`src/rtl/collision_scheduler.sv`:
```
// Per-frame collision scan: snapshots car and enemy positions on frame_tick, then
// tests one enemy slot per clock against the car with a single shared overlap comparator.
module collision_scheduler #(
  parameter int N_ENEMY = 4,
  parameter int HIT_W   = 80,
  parameter int HIT_H   = 121,
  parameter int IDX_W   = $clog2(N_ENEMY)
) (
  input  logic                   clk,
  input  logic                   reset,
  input  logic                   game_enable,
  input  logic                   frame_tick,
  input  logic [9:0]             car_x,
  input  logic [9:0]             car_y,
  input  logic [10*N_ENEMY-1:0]  enemy_x_bus,
  input  logic [10*N_ENEMY-1:0]  enemy_y_bus,
  input  logic [N_ENEMY-1:0]     enemy_valid,
  input  logic                   clear_collision,
  output logic                   busy,
  output logic                   scan_done,
  output logic                   collision,
  output logic [IDX_W-1:0]       hit_index,
  output logic                   overrun
);

  typedef enum logic [1:0] {IDLE, SCAN, DONE} state_t;

  localparam logic [IDX_W-1:0] LAST_IDX = IDX_W'(N_ENEMY - 1);

  state_t             state_q;
  logic [9:0]         car_x_q, car_y_q;
  logic [9:0]         ex_q [N_ENEMY];
  logic [9:0]         ey_q [N_ENEMY];
  logic [N_ENEMY-1:0] valid_q;
  logic [IDX_W-1:0]   idx_q;
  logic [IDX_W-1:0]   first_idx_q;
  logic               frame_hit_q;

  logic [10:0] cx, cy, ex, ey;
  logic        slot_hit;

  // 11-bit operands keep position + hitbox sums from wrapping at the screen edge.
  always_comb begin
    cx       = {1'b0, car_x_q};
    cy       = {1'b0, car_y_q};
    ex       = {1'b0, ex_q[idx_q]};
    ey       = {1'b0, ey_q[idx_q]};
    slot_hit = valid_q[idx_q]
             && (cx <= ex + 11'(HIT_W)) && (ex <= cx + 11'(HIT_W))
             && (cy <= ey + 11'(HIT_H)) && (ey <= cy + 11'(HIT_H));
  end

  always_ff @(posedge clk) begin
    if (reset) begin
      state_q     <= IDLE;
      car_x_q     <= '0;
      car_y_q     <= '0;
      valid_q     <= '0;
      idx_q       <= '0;
      first_idx_q <= '0;
      frame_hit_q <= 1'b0;
      busy        <= 1'b0;
      scan_done   <= 1'b0;
      collision   <= 1'b0;
      hit_index   <= '0;
      overrun     <= 1'b0;
      for (int unsigned i = 0; i < N_ENEMY; i++) begin
        ex_q[i] <= '0;
        ey_q[i] <= '0;
      end
    end else begin
      scan_done <= 1'b0;

      if (frame_tick && state_q != IDLE)
        overrun <= 1'b1;

      case (state_q)
        IDLE: begin
          if (frame_tick && game_enable) begin
            car_x_q     <= car_x;
            car_y_q     <= car_y;
            valid_q     <= enemy_valid;
            for (int unsigned i = 0; i < N_ENEMY; i++) begin
              ex_q[i] <= enemy_x_bus[10*i +: 10];
              ey_q[i] <= enemy_y_bus[10*i +: 10];
            end
            idx_q       <= '0;
            frame_hit_q <= 1'b0;
            busy        <= 1'b1;
            state_q     <= SCAN;
          end
        end
        SCAN: begin
          if (slot_hit && !frame_hit_q) begin
            frame_hit_q <= 1'b1;
            first_idx_q <= idx_q;
          end
          if (idx_q == LAST_IDX) begin
            scan_done <= 1'b1;
            state_q   <= DONE;
          end else begin
            idx_q <= idx_q + 1'b1;
          end
        end
        DONE: begin
          busy    <= 1'b0;
          state_q <= IDLE;
        end
        default: begin
          busy    <= 1'b0;
          state_q <= IDLE;
        end
      endcase

      // A fresh latch at DONE exit takes priority over a coincident clear.
      if (state_q == DONE && frame_hit_q && !collision) begin
        collision <= 1'b1;
        hit_index <= first_idx_q;
      end else if (clear_collision) begin
        collision <= 1'b0;
        hit_index <= '0;
      end
    end
  end

endmodule

```
`config.mk`:
```
export PLATFORM = sky130hd
export DESIGN_NAME = collision_scheduler
export DESIGN_NICKNAME = d
export VERILOG_FILES = /design/src/rtl/collision_scheduler.sv
export SDC_FILE = /design/constraint.sdc
export NUM_CORES = 1
export LEC_CHECK = 0
export ABC_AREA = 1
export CAP_MARGIN = 20
export CELL_PAD_IN_SITES_DETAIL_PLACEMENT = 0
export CELL_PAD_IN_SITES_GLOBAL_PLACEMENT = 1
export CORE_AREA = 5 5 154 156
export CTS_CLUSTER_SIZE = 8
export DETAILED_ROUTE_END_ITERATION = 6
export DIE_AREA = 0 0 159 161
export DONT_BUFFER_PORTS = 1
export HOLD_SLACK_MARGIN = 0.12
export PLACE_DENSITY_LB_ADDON = 0.2
export SYNTH_ARGS = -nofsm -noshare
export SYNTH_HDL_FRONTEND = slang
export SYNTH_SLANG_ARGS = --single-unit
```
`constraint.sdc`:
```
create_clock -name clk -period 4.9 [get_ports clk]
set_clock_uncertainty 0.1 [all_clocks]
set_input_delay 0.49 -clock clk [delete_from_list [all_inputs] [get_ports clk]]
set_output_delay 0.49 -clock clk [all_outputs]
set_load 0.05 [all_outputs]
```
==> impl_metrics.py <==
metrics = {
    "routing": {
        "post_route_wl_um": 15700,
        "initial_drc_count": 192,
        "routedWlPerCell_um": 14.1,
        "antenna_left": 0,
        "dr_total_vias": 4863,
        "drc_markers": 0,
        "first_pass_iters": 4,
        "drt-vias-per-instance": 4.36,
    },
    "global_route": {
        "first_global_vias": 5005,
        "global_route_wire_length_before_repair_um": 25800,
        "grt_antenna_before_repair": 0,
        "grt_max_degree": 82,
        "global_route.usage.total_pct": 12.5,
        "gr-total-overflow": 0,
    },
    "setup_path": {
        "critical_path_required_time_ps": 5150,
        "r2r.worst_path.cells": 22,
        "worst_setup_path_endpoint": "first_idx_q[1]",
        "crit_path_launch_type": "flop",
        "timing.reg2reg.setup_slack_ps": 1620,
        "end_kind": "flop",
        "crit_type": "flop to flop",
        "worstPathMaxFanout": 41,
        "critical_path.reg2reg.endpoint": "first_idx_q[1]",
        "critPathArrivalTime_ps": 3530,
    },
    "final_layout": {
        "mostFrequentLayoutCell": "sky130_fd_sc_hd__nand2_1",
        "drive_gt1_share_pct": 5.78,
        "antenna_cells_inserted": 0,
        "number_of_standard_cells_in_the_layout_taps_in_and_fillers_out": 1116,
        "flow.area_growth_from_synthesis_pct": 17.0,
        "layout.cells.most_common_list": "sky130_fd_sc_hd__nand2_1 (158), sky130_fd_sc_hd__inv_1 (156), sky130_fd_sc_hd__nor2_1 (118)",
        "design.final.nets": 970,
    },
    "clocking": {
        "clock_latency_ps": 420,
        "clock_sink_count": 119,
        "cts_buffer_depth": 2,
        "cts.repair.resized": 0,
        "post_cts_setup_buffer_count": 0,
        "root_buffer_cell": "sky130_fd_sc_hd__clkbuf_16",
        "tritoncts": "yes",
        "numCtsBuffers": 17,
        "clk_pin_slew_ps": 60,
        "htree_levels": 4,
    },
    "min_path": {
        "holdCritStartpoint": "car_y[3]",
        "timing.hold.worst.class": "input pin to flop",
    },
    "logic_synthesis": {
        "synth_seq_area_share_pct": 48.8,
        "postSynthAreaPerCell_um2": 8.14,
        "synth_largest_type_area_fraction_pct": 36.8,
        "synth_fp_nets": 953,
        "synth_cell_type_count": 33,
        "yosysWarnings": 0,
        "ys_seq_elements": 119,
        "synth_cells": 801,
        "yosys.area.top_type": "sky130_fd_sc_hd__edfxtp_1",
        "synth.area.top_cells": "sky130_fd_sc_hd__edfxtp_1 (37%), sky130_fd_sc_hd__dfxtp_1 (12%), sky130_fd_sc_hd__nand2_1 (9.2%)",
        "syn_area_um2": 6520,
    },
    "timing": {
        "tightestPinTransition_ps": 926,
        "setup_violations": 0,
        "post-route-min-period_ps": 3280,
        "max-slew-margin-rel_pct": 38.2,
        "top_achievable_clock_speed_ghz": 0.305,
        "timing.setup.tns_ps": 0,
        "grt_setup_unrepaired": "no",
        "final.period_utilization_pct": 67.0,
        "drv_slew": 0,
        "timing_hold_violations_final": 0,
        "final.hold.worst_slack_ps": 133,
    },
    "outcome": {
        "run_status": "completed",
    },
    "placement": {
        "placement.io_buffers": 0,
        "placed_cells": 1065,
        "routabilityCongestion": 0.828,
        "post-dp-hpwl_um": 11700,
    },
    "job": {
        "max-cap-violations": 0,
    },
    "power_and_ir_drop": {
        "power_per_cell_area_nw_per_um2": 383,
        "cellLeakagePower_uw": 0.00363,
        "vdd_drop_max_mv": 0.192,
    },
    "floorplanning": {
        "core_region_area_um2": 22200,
        "initial_utilization_pct": 29.3,
        "die_w_um": 159,
        "die_y_um": 161,
        "floorplan.die_area_um2": 25600,
        "std_cell_rows": 55,
        "ios": 115,
    },
}
-- power by group --
part	internal, µW	switching [µW]
clock network	905	473
logic	135	246
registers	1140	31.5
-- sequential cells by signal (all words and copies together), names as in the netlist, 2 cells and up, named ones only --
name         cells
car_x_q         10
car_y_q         10
ex_q            40
ey_q            40
first_idx_q      2
hit_index        2
idx_q            2
state_q          2
valid_q          4
-- logic make-up after synthesis --
kind of cell,count (synthesis),synth area share [%]
flip-flops,119,48.8
buffers and inverters,187,11.3
adder cells (fa/ha/maj),43,8.25
XOR/XNOR,22,2.95
AO/OA/AOI/OAI,80,6.89
AND/OR/NAND/NOR,350,21.8
-- per-stage QoR --
stage	cell area, µm²	worst slack [ps]	util, %	power [µW]
after floorplan	6520	956	-	1470
after global placement	6790	1710	30.6	1550
after detailed placement	6790	1590	30.6	1560
after CTS	7630	1570	34.3	2970
after global routing	7630	1250	34.3	3080
final	7630	1620	34.3	2930
-- worst min path at each step --
stage | to | cells past startpoint | slack (ps)
4_1_cts | overrun | 2 | 120
6_report | car_y_q[3] | 2 | 130
5_1_grt | overrun | 2 | 140
3_5_place_dp | valid_q[0] | 2 | 340
3_3_place_gp | valid_q[0] | 2 | 330
2_1_floorplan | valid_q[0] | 2 | 310
-- critical path, cell delays in order, from the launching register on --
cell and delay (ps):
sky130_fd_sc_hd__dfxtp_1 320, sky130_fd_sc_hd__inv_2 490, sky130_fd_sc_hd__nand2_1 140, sky130_fd_sc_hd__a32oi_2 260, sky130_fd_sc_hd__ha_1 220, sky130_fd_sc_hd__nand3_1 90
sky130_fd_sc_hd__nand2_1 100, sky130_fd_sc_hd__nor2_1 70, sky130_fd_sc_hd__xor2_1 140, sky130_fd_sc_hd__ha_1 300, sky130_fd_sc_hd__nand2_1 90, sky130_fd_sc_hd__inv_1 40
sky130_fd_sc_hd__a21oi_1 130, sky130_fd_sc_hd__nand2_1 60, sky130_fd_sc_hd__nand2_1 50, sky130_fd_sc_hd__nand2_1 50, sky130_fd_sc_hd__nand2_1 50, sky130_fd_sc_hd__nand2_1 40
sky130_fd_sc_hd__nand3_1 70, sky130_fd_sc_hd__nand3_2 130, sky130_fd_sc_hd__nand2_1 100, sky130_fd_sc_hd__nand2_1 50, sky130_fd_sc_hd__nor2_1 120
-- metal layers --
metal	share of wire, %	global-route usage [%]
met1	54	18.6
met2	41	18.1
met3	3.2	2.65
met4	1.5	4.19
met5	0	0
-- cell type report --
class	instances	area [µm²]
clock buffer	17	425
clock inverter	15	223
fill	2363	14600
inverter	160	602
multi-input combinational	495	2610
sequential	119	3180
tap	285	357
timing repair buffer	25	235
-- cell usage after synthesis, drive strengths merged --
master  count
a21o        2
a21oi      31
a22oi       1
a32oi       5
and3        2
buf        14
clkbuf     13
dfxtp      39
edfxtp     80
ha         43
inv       160
nand2     160
nand3      59
nand4       4
nor2      120
nor3        3
nor3b       1
o211ai      4
o21ai      34
o22ai       2
o31ai       1
or2         1
xnor2       2
xor2       20
-- repair_timing --
| action | in CTS | in global routing |
|---|---|---|
| hold buffers | 19 | 0 |
| hold endpoints to repair | 26 | 0 |
| setup endpoints to repair | 0 | 0 |
(Power assumes the default switching activity.)
